File: config.mk
export PLATFORM = sky130hd
export DESIGN_NAME = pc_sequencer_flat
export DESIGN_NICKNAME = d
export VERILOG_FILES = /design/src/rtl/pc_seq_pkg.sv /design/src/rtl/pc_sequencer_if.sv /design/src/rtl/pc_next_sel.sv /design/src/rtl/pc_sequencer.sv /design/src/flat_wrapper.sv
export SDC_FILE = /design/constraint.sdc
export NUM_CORES = 1
export LEC_CHECK = 0
export CORE_MARGIN = 8
export CORE_UTILIZATION = 45
export DETAILED_ROUTE_END_ITERATION = 10
export PLACE_DENSITY_LB_ADDON = 0.25
export SLEW_MARGIN = 10
export SYNTH_ARGS = -nofsm -noshare
export SYNTH_HDL_FRONTEND = slang
export SYNTH_SLANG_ARGS = --single-unit
File: constraint.sdc
create_clock -name clk -period 4.6 [get_ports clk]
set_clock_uncertainty 0.1 [all_clocks]
set_input_delay 1.15 -clock clk [delete_from_list [all_inputs] [get_ports clk]]
set_output_delay 1.15 -clock clk [all_outputs]
set_load 0.02 [all_outputs]
File: src/rtl/pc_seq_pkg.sv
// pc_seq_pkg: shared state encoding, default vectors and the alignment helper
// for the PC sequencer.
package pc_seq_pkg;
   typedef enum logic [1:0] {BOOT = 2'd0, FETCH = 2'd1, STALL = 2'd2, HALT = 2'd3} state_t;
   localparam int          XLEN_DEF         = 32;
   localparam logic [31:0] RESET_VECTOR_DEF = 32'h0000_0000;
   localparam logic [31:0] TRAP_VECTOR_DEF  = 32'h0000_0100;
   localparam int          INCR_DEF         = 4;
   function automatic logic is_aligned(input logic [1:0] lsb);
      return lsb == 2'b00;
   endfunction
endpackage

File: src/rtl/pc_sequencer_if.sv
// pc_sequencer_if: instruction-fetch request bus between the PC sequencer
// (master) and instruction memory (slave).
interface pc_sequencer_if #(parameter int XLEN = 32) ();
   logic            fetch_valid;
   logic            fetch_ready;
   logic [XLEN-1:0] address;
   modport master (output fetch_valid, output address, input fetch_ready);
   modport slave  (input fetch_valid, input address, output fetch_ready);
endinterface

File: src/rtl/pc_next_sel.sv
// pc_next_sel: picks the next PC (redirect > pending > sequential) and
// substitutes the trap vector for misaligned redirect targets.
module pc_next_sel
   import pc_seq_pkg::*;
#(
   parameter int              XLEN        = XLEN_DEF,
   parameter logic [XLEN-1:0] TRAP_VECTOR = XLEN'(TRAP_VECTOR_DEF),
   parameter int              INCR        = INCR_DEF
) (
   input  logic [XLEN-1:0] i_addr,
   input  logic            i_redir_valid,
   input  logic [XLEN-1:0] i_redir_target,
   input  logic            i_load,
   input  logic            i_pend_valid,
   input  logic [XLEN-1:0] i_pend_target,
   input  logic            i_accept,
   output logic [XLEN-1:0] o_next,
   output logic [XLEN-1:0] o_target,
   output logic            o_misalign
);
   logic w_aligned;
   always_comb begin
      w_aligned  = is_aligned(i_redir_target[1:0]);
      o_target   = w_aligned ? i_redir_target : TRAP_VECTOR;
      o_misalign = i_redir_valid && !w_aligned;
      o_next     = (i_redir_valid && i_load) ? o_target :
                   !i_accept                 ? i_addr :
                   i_pend_valid              ? i_pend_target :
                                               i_addr + XLEN'(INCR);
   end
endmodule

File: src/rtl/pc_sequencer.sv
// pc_sequencer: owns the PC, issues fetch requests over valid/ready and
// applies redirects, stalls and halt/resume.
module pc_sequencer
   import pc_seq_pkg::*;
#(
   parameter int              XLEN         = XLEN_DEF,
   parameter logic [XLEN-1:0] RESET_VECTOR = XLEN'(RESET_VECTOR_DEF),
   parameter logic [XLEN-1:0] TRAP_VECTOR  = XLEN'(TRAP_VECTOR_DEF),
   parameter int              INCR         = INCR_DEF
) (
   input  logic              clk,
   input  logic              rst,
   input  logic              i_stall,
   input  logic              i_halt,
   input  logic              i_resume,
   input  logic              i_redirect_valid,
   input  logic [XLEN-1:0]   i_redirect_target,
   pc_sequencer_if.master    fetch_if,
   output logic              o_misalign_err,
   output logic [31:0]       o_fetch_count,
   output state_t            o_state
);
   state_t          r_state, w_state_nx;
   logic [XLEN-1:0] r_addr, r_pend_target, w_next, w_target, w_pend_target_nx;
   logic            r_pend_valid, r_misalign, w_pend_valid_nx;
   logic [31:0]     r_count;
   logic            w_accept, w_hold, w_redir, w_misalign;

   // Redirects are meaningless before the first request exists.
   assign w_redir  = i_redirect_valid && (r_state != BOOT);
   assign w_accept = (r_state == FETCH) && fetch_if.fetch_ready;
   assign w_hold   = (r_state == FETCH) && !fetch_if.fetch_ready;

   pc_next_sel #(.XLEN(XLEN), .TRAP_VECTOR(TRAP_VECTOR), .INCR(INCR)) u_next_sel (
      .i_addr         (r_addr),
      .i_redir_valid  (w_redir),
      .i_redir_target (i_redirect_target),
      .i_load         (!w_hold),
      .i_pend_valid   (r_pend_valid),
      .i_pend_target  (r_pend_target),
      .i_accept       (w_accept),
      .o_next         (w_next),
      .o_target       (w_target),
      .o_misalign     (w_misalign)
   );

   always_comb begin
      w_state_nx       = r_state;
      w_pend_valid_nx  = w_accept ? 1'b0 : (r_pend_valid || (w_hold && w_redir));
      w_pend_target_nx = (w_hold && w_redir) ? w_target : r_pend_target;
      case (r_state)
         BOOT:    w_state_nx = FETCH;
         FETCH:   w_state_nx = !w_accept ? FETCH : i_halt ? HALT : i_stall ? STALL : FETCH;
         STALL:   w_state_nx = i_halt ? HALT : i_stall ? STALL : FETCH;
         default: w_state_nx = i_resume ? FETCH : HALT;
      endcase
   end

   always_ff @(posedge clk) begin
      if (rst) begin
         r_state       <= BOOT;
         r_addr        <= RESET_VECTOR;
         r_pend_valid  <= 1'b0;
         r_pend_target <= '0;
         r_misalign    <= 1'b0;
         r_count       <= '0;
      end else begin
         r_state       <= w_state_nx;
         r_addr        <= w_next;
         r_pend_valid  <= w_pend_valid_nx;
         r_pend_target <= w_pend_target_nx;
         r_misalign    <= w_misalign;
         r_count       <= r_count + {31'b0, w_accept};
      end
   end

   assign fetch_if.fetch_valid = (r_state == FETCH);
   assign fetch_if.address     = r_addr;
   assign o_misalign_err       = r_misalign;
   assign o_fetch_count        = r_count;
   assign o_state              = r_state;
endmodule

File: src/flat_wrapper.sv
// flat-port wrapper written by rule: the top's interface ports become plain ports
module pc_sequencer_flat import pc_seq_pkg::*;
#(
   parameter int              XLEN         = XLEN_DEF,
   parameter logic [XLEN-1:0] RESET_VECTOR = XLEN'(RESET_VECTOR_DEF),
   parameter logic [XLEN-1:0] TRAP_VECTOR  = XLEN'(TRAP_VECTOR_DEF),
   parameter int              INCR         = INCR_DEF
)
  (clk, rst, i_stall, i_halt, i_resume, i_redirect_valid, i_redirect_target, o_misalign_err, o_fetch_count, o_state, fetch_if_fetch_valid, fetch_if_address, fetch_if_fetch_ready);
  pc_sequencer_if #(.XLEN(XLEN)) fetch_if_i ();
  input  logic clk;
  input  logic rst;
  input  logic i_stall;
  input  logic i_halt;
  input  logic i_resume;
  input  logic i_redirect_valid;
  input  logic [XLEN-1:0] i_redirect_target;
  output logic o_misalign_err;
  output logic [31:0] o_fetch_count;
  output state_t o_state;
  output wire logic [$bits(fetch_if_i.fetch_valid)-1:0] fetch_if_fetch_valid;
  output wire logic [$bits(fetch_if_i.address)-1:0] fetch_if_address;
  input wire logic [$bits(fetch_if_i.fetch_ready)-1:0] fetch_if_fetch_ready;
  assign fetch_if_fetch_valid = fetch_if_i.fetch_valid;
  assign fetch_if_address = fetch_if_i.address;
  assign fetch_if_i.fetch_ready = fetch_if_fetch_ready;
  pc_sequencer #(.XLEN(XLEN), .RESET_VECTOR(RESET_VECTOR), .TRAP_VECTOR(TRAP_VECTOR), .INCR(INCR)) u_core (.clk(clk), .rst(rst), .i_stall(i_stall), .i_halt(i_halt), .i_resume(i_resume), .i_redirect_valid(i_redirect_valid), .i_redirect_target(i_redirect_target), .fetch_if(fetch_if_i), .o_misalign_err(o_misalign_err), .o_fetch_count(o_fetch_count), .o_state(o_state));
endmodule
[After elaboration in Yosys (flattened, before gate mapping)]
Cells that the tools add are included.
Word-level totals
  register bits after elaboration: 100
  logic and storage cells: 34
Operators by class
  add/subtract/negate cells: 2
  equal/unequal tests: 2
  muxes and demuxes: 9
  reductions and logical operators: 15
Operators with widths (number)
  32-bit 2-to-1 mux: 4
  32-bit by 1-bit adder with 32-bit output: 1
  32-bit by 3-bit adder with 32-bit output (second input constant): 1
  2-bit 2-to-1 mux: 4
  1-bit logical AND: 6
  2-bit case mux with 3 select lines: 1
  2-bit logical NOT: 2
  2-bit nonzero test: 2
  1-bit logical NOT: 3
  2-bit by 1-bit equality test with 1-bit output (second input constant): 1
  2-bit equality test (second input constant): 1
  2-bit OR reduction: 1
  1-bit logical OR: 1

[Longest topological paths before layout]
  word-level depth: 5
  mapped depth: 10

[By module]
A second synthesis with hierarchy kept.
Second synthesis, totals
  cell total of the unflattened synthesis: 708
  area, all modules: 5421.4 µm²
Modules (own cells, without submodules)
  pc_sequencer: instances 1, cells an instance 414, area each 3696.0 µm², sequential area each 2001.9 µm²
  pc_next_sel: instances 1, cells an instance 294, area each 1725.4 µm², sequential area each 0.0 µm²

[Worst setup path after synthesis]
Ideal clock, no wire load.
  kind: input port to flip-flop
  start point: input port fetch_if_fetch_ready
  end point: register u_core.r_count[16] (netlist: u_core.o_fetch_count[16])
  setup time: 0.128 ns
  data arrival time: 2.775 ns
  required time: 4.372 ns
  setup slack: 1.598 ns
  stages on the path: 9
  buffers on the path: 0
  path through: nand3b_1 -> inv_1 -> and2_1 -> ha_1 -> nand2_1 -> nor4_1 -> nand4_1 -> xor2_1 -> nor2_1
Between the ends
  longest elaborated chain between the ends: 2
RTL lines
  start, declared: RTL line flat_wrapper.sv:23  | input wire logic [$bits(fetch_if_i.fetch_ready)-1:0] fetch_if_fetch_ready;
  1-bit logical AND: RTL line pc_sequencer.sv:31  | assign w_accept = (r_state == FETCH) && fetch_if.fetch_ready;
  32-bit by 1-bit adder with 32-bit output: RTL line pc_sequencer.sv:73  | r_count <= r_count + {31'b0, w_accept};
  end signal, assigned: RTL line pc_sequencer.sv:73
  end, declared: RTL line pc_sequencer.sv:26  | logic [31:0] r_count;
No other way between the ends.
A chain may end at the register's enable or synchronous reset.

[Worst setup path after layout]
  start point: input port fetch_if_fetch_ready
  end point: register u_core.r_count[28] (netlist: u_core.o_fetch_count[28])
Same word-level chain as after synthesis.

==> insert_results.sql <==
INSERT INTO impl_metrics (metric_group, metric, value, unit) VALUES
('synth', 'mappedNetlistArea', '5150', 'sq um'),
('final_layout', 'final_area', '6530', 'sq um'),
('floorplan', 'die-area', '15100', 'sq um'),
('floorplan', 'std_cell_rows', '39', ''),
('critical_path', 'kind_of_start_point_of_the_critical_path', 'input port', ''),
('global_route', 'globalRoute.totalOverflow', '0', ''),
('floorplan', 'placeableCoreArea', '11300', 'sq um'),
('critical_path', 'register_to_register_setup_slack', '1.98', 'ns'),
('place', 'placedInstanceArea', '6230', 'sq um'),
('critical_path', 'crit_required', '4.71', 'ns'),
('global_route', 'vias_in_the_first_global_route', '5100', ''),
('clock_network', 'cts-root-to-sink-buffers', '2', ''),
('critical_path', 'r2r-end', 'u_core.o_fetch_count[28]$_SDFF_PP0_', ''),
('routing', 'detail_route.iter0.violations', '442', ''),
('synth', 'number_of_enable_type_register_cells_in_the_synthesized_netlist', '0', ''),
('timing', 'share_of_the_clock_period_used_by_the_worst_path', '76.0', '%'),
('status', 'outcome', 'completed', ''),
('timing', 'finalWorstPathRequiredPeriod', '3.50', 'ns'),
('synth', 'syn_inst', '647', ''),
('synth', 'async_flop_share', '0', '%'),
('critical_path', 'regToRegStartpoint', 'u_core.o_state[0]$_SDFF_PP0_', ''),
('routing', 'detail_route.first_pass.iterations', '5', ''),
('timing', 'slew-limit-headroom', '26.3', '%'),
('clock_network', 'clock_insertion_delay_worst_skew', '0.36', 'ns'),
('synth', 'yosysWarnings', '0', ''),
('floorplan', 'top_level_ports', '107', ''),
('synth', 'yosys-top-cells-area', 'dfxtp_1 39%, nand3_1 6.9%, nand2_1 5.5%, a21oi_1 5.3%, nor2_1 4.2%', ''),
('critical_path', 'endpoint_kind', 'flop', ''),
('global_route', 'grt_start_max_net_pins', '107', ''),
('synth', 'yosys_register_bits', '100', ''),
('floorplan', 'die_width', '123', 'um'),
('global_route', 'antenna_found_initial', '0', ''),
('clock_network', 'setup_repair_bufs_after_cts', '0', ''),
('critical_path', 'worst_reg_to_reg_cells', '9', ''),
('critical_path', 'worst-endpoint-arrival', '3.61', 'ns'),
('place', 'pre_cts_ws', '0.817', 'ns'),
('place', 'io_buffer_count', '106', ''),
('synth', 'area_share_of_the_leading_cell_type_in_the_synthesized_netlist', '38.8', '%'),
('worst_hold_path', 'min_path_cells', '2', ''),
('routing', 'final_antenna_net_count', '0', ''),
('clock_network', 'clk_root_buffer_cell', 'clkbuf_16', ''),
('power', 'power.ir.vdd_worst', '0.242', 'mV'),
('synth', 'netlist_top_cells_count', '100 x dfxtp_1, 76 x nand2_1, 71 x nand3_1', ''),
('place', 'gp_routability_congestion', '0.818', ''),
('timing', 'max_freq', '286', 'MHz'),
('timing', 'timing_worst_slew_pin_value', '1.11', 'ns'),
('global_route', 'gr-usage-all-layers', '20.8', '%'),
('synth', 'syn-num-nets', '689', ''),
('critical_path', 'worst-setup-path-type', 'input port to flop', ''),
('final_layout', 'antenna_cells', '0', ''),
('routing', 'drt-wirelength-per-cell', '18.2', 'um'),
('floorplan', 'start_util', '45.5', '%'),
('final_layout', 'area_delta_synth_final', '26.7', '%'),
('routing', 'detail_route.wirelength', '15900', 'um'),
('clock_network', 'cts_resized', '0', ''),
('final_layout', 'layout_net_count', '768', ''),
('timing', 'rsz_0062_raised_after_global_routing', 'false', ''),
('worst_hold_path', 'timing.hold.worst.start', 'u_core.r_pend_target[30]$_SDFFE_PP0P_', ''),
('synth', 'post-synth-top-area-cell', 'dfxtp_1', ''),
('timing', 'final-setup-viol-count', '0', ''),
('synth', 'yosysMostFrequentCell', 'dfxtp_1', ''),
('clock_network', 'h-tree-depth', '3', ''),
('critical_path', 'setup.worst_path.start', 'fetch_if_fetch_ready', ''),
('place', 'dpl.hpwl', '10700', 'um'),
('power', 'power_density', '300', 'nW/um^2'),
('timing', 'timing.setup.tns', '0', 'ns'),
('clock_network', 'numCtsBuffers', '9', ''),
('clock_network', 'tritoncts_num_sinks', '100', ''),
('clock_network', 'post_cts_hold_buffer_count', '0', ''),
('timing', 'hold_violations', '0', ''),
('synth', 'synth_seq_area_share', '38.8', '%');
==> cells by family (layout without fill, tap and decap cells) <==
group                      after synthesis  in the layout  share of synthesized area (%)
DFF                                    100            100                           38.8
buffers and inverters                   55            139                           5.22
adders and majority gates                3              3                          0.728
AOI/OAI and AO/OA                      144            144                           17.8
muxes                                    4              4                          0.801
xor gates and xnor gates                40             40                           6.80
and+or+nand+nor                        301            301                           29.8
==> area by class of cell <==
cell class | instances | area [sq um] | area share [%]
sequential | 100 | 2000 | 30.7
tap | 143 | 179 | 2.74
clock buffer | 9 | 225 | 3.45
clock inverter | 7 | 73.8 | 1.13
multi-input combinational | 492 | 2890 | 44.3
inverter | 7 | 26.3 | 0.402
timing repair buffer | 116 | 1130 | 17.4
==> worst max path at each step <==
stage,to,cells after the start
6_report,u_core.o_fetch_count[28]$_SDFF_PP0_,10
5_1_grt,u_core.o_fetch_count[28]$_SDFF_PP0_,10
4_1_cts,u_core.o_fetch_count[30]$_SDFF_PP0_,10
3_5_place_dp,u_core.o_fetch_count[28]$_SDFF_PP0_,10
3_3_place_gp,u_core.o_fetch_count[28]$_SDFF_PP0_,10
2_1_floorplan,u_core.o_fetch_count[16]$_SDFF_PP0_,9
==> power breakdown <==
group | internal [mW] | switching, mW | total, mW
registers | 0.888 | 0.0368 | 0.925
clock network | 0.425 | 0.351 | 0.776
logic | 0.110 | 0.147 | 0.257
total | 1.42 | 0.535 | 1.96
==> metrics by stage <==
step	power [mW]	hold WS [ns]	cells
global route	2.02	0.375	874
CTS	1.97	0.354	874
detailed placement	1.20	0.344	858
finish	1.96	0.352	874
global placement	1.19	0.339	858
floorplan	1.08	0.327	647
==> worst max-delay path, cell delays in order <==
cell and delay, ns:
clkdlybuf4s50_1 0.61, nand3b_1 0.22, inv_1 0.17, and2_1 0.15, ha_1 0.24, nand2_1 0.13, or2_2 0.34, nor4_1 0.38
xnor2_1 0.17, nor2_1 0.05
==> per-layer routing <==
metal  vias to the layer above  GRT usage, %  share of wire (%)
met3                        21          6.71                7.8
met1                      2519          25.7                 43
met5                         -             0                  0
met2                       197          34.0                 48
li1                       2509             -                  -
met4                         0          6.32                1.4
==> registers in the layout (all words and copies together) (netlist names) <==
name	count
u_core.o_state	2
u_core.r_pend_target	32
u_core.o_fetch_count	32
u_core.r_pend_valid	1
u_core.fetch_if.address	32
u_core.o_misalign_err	1
==> layout by cell type, fill, tap and decap left out, drive strengths merged, types with 4 or more instances in the layout <==
cell type      instances
nand3                 72
and3                  12
xnor2                 19
inv                    9
a21oi                 55
o211ai                 8
and4                   5
nor3                  16
or3                    9
clkbuf                 9
buf                   11
o22ai                  5
xor2                  21
nand2                 76
a311oi                 5
a31oi                  8
a211oi                 4
dfxtp                100
clkdlybuf4s50        105
a32oi                  8
nor2b                  4
nand4                 19
o21ai                 26
nor4                  12
nor2                  58
Note: power is estimated with default switching activity, not from simulation.
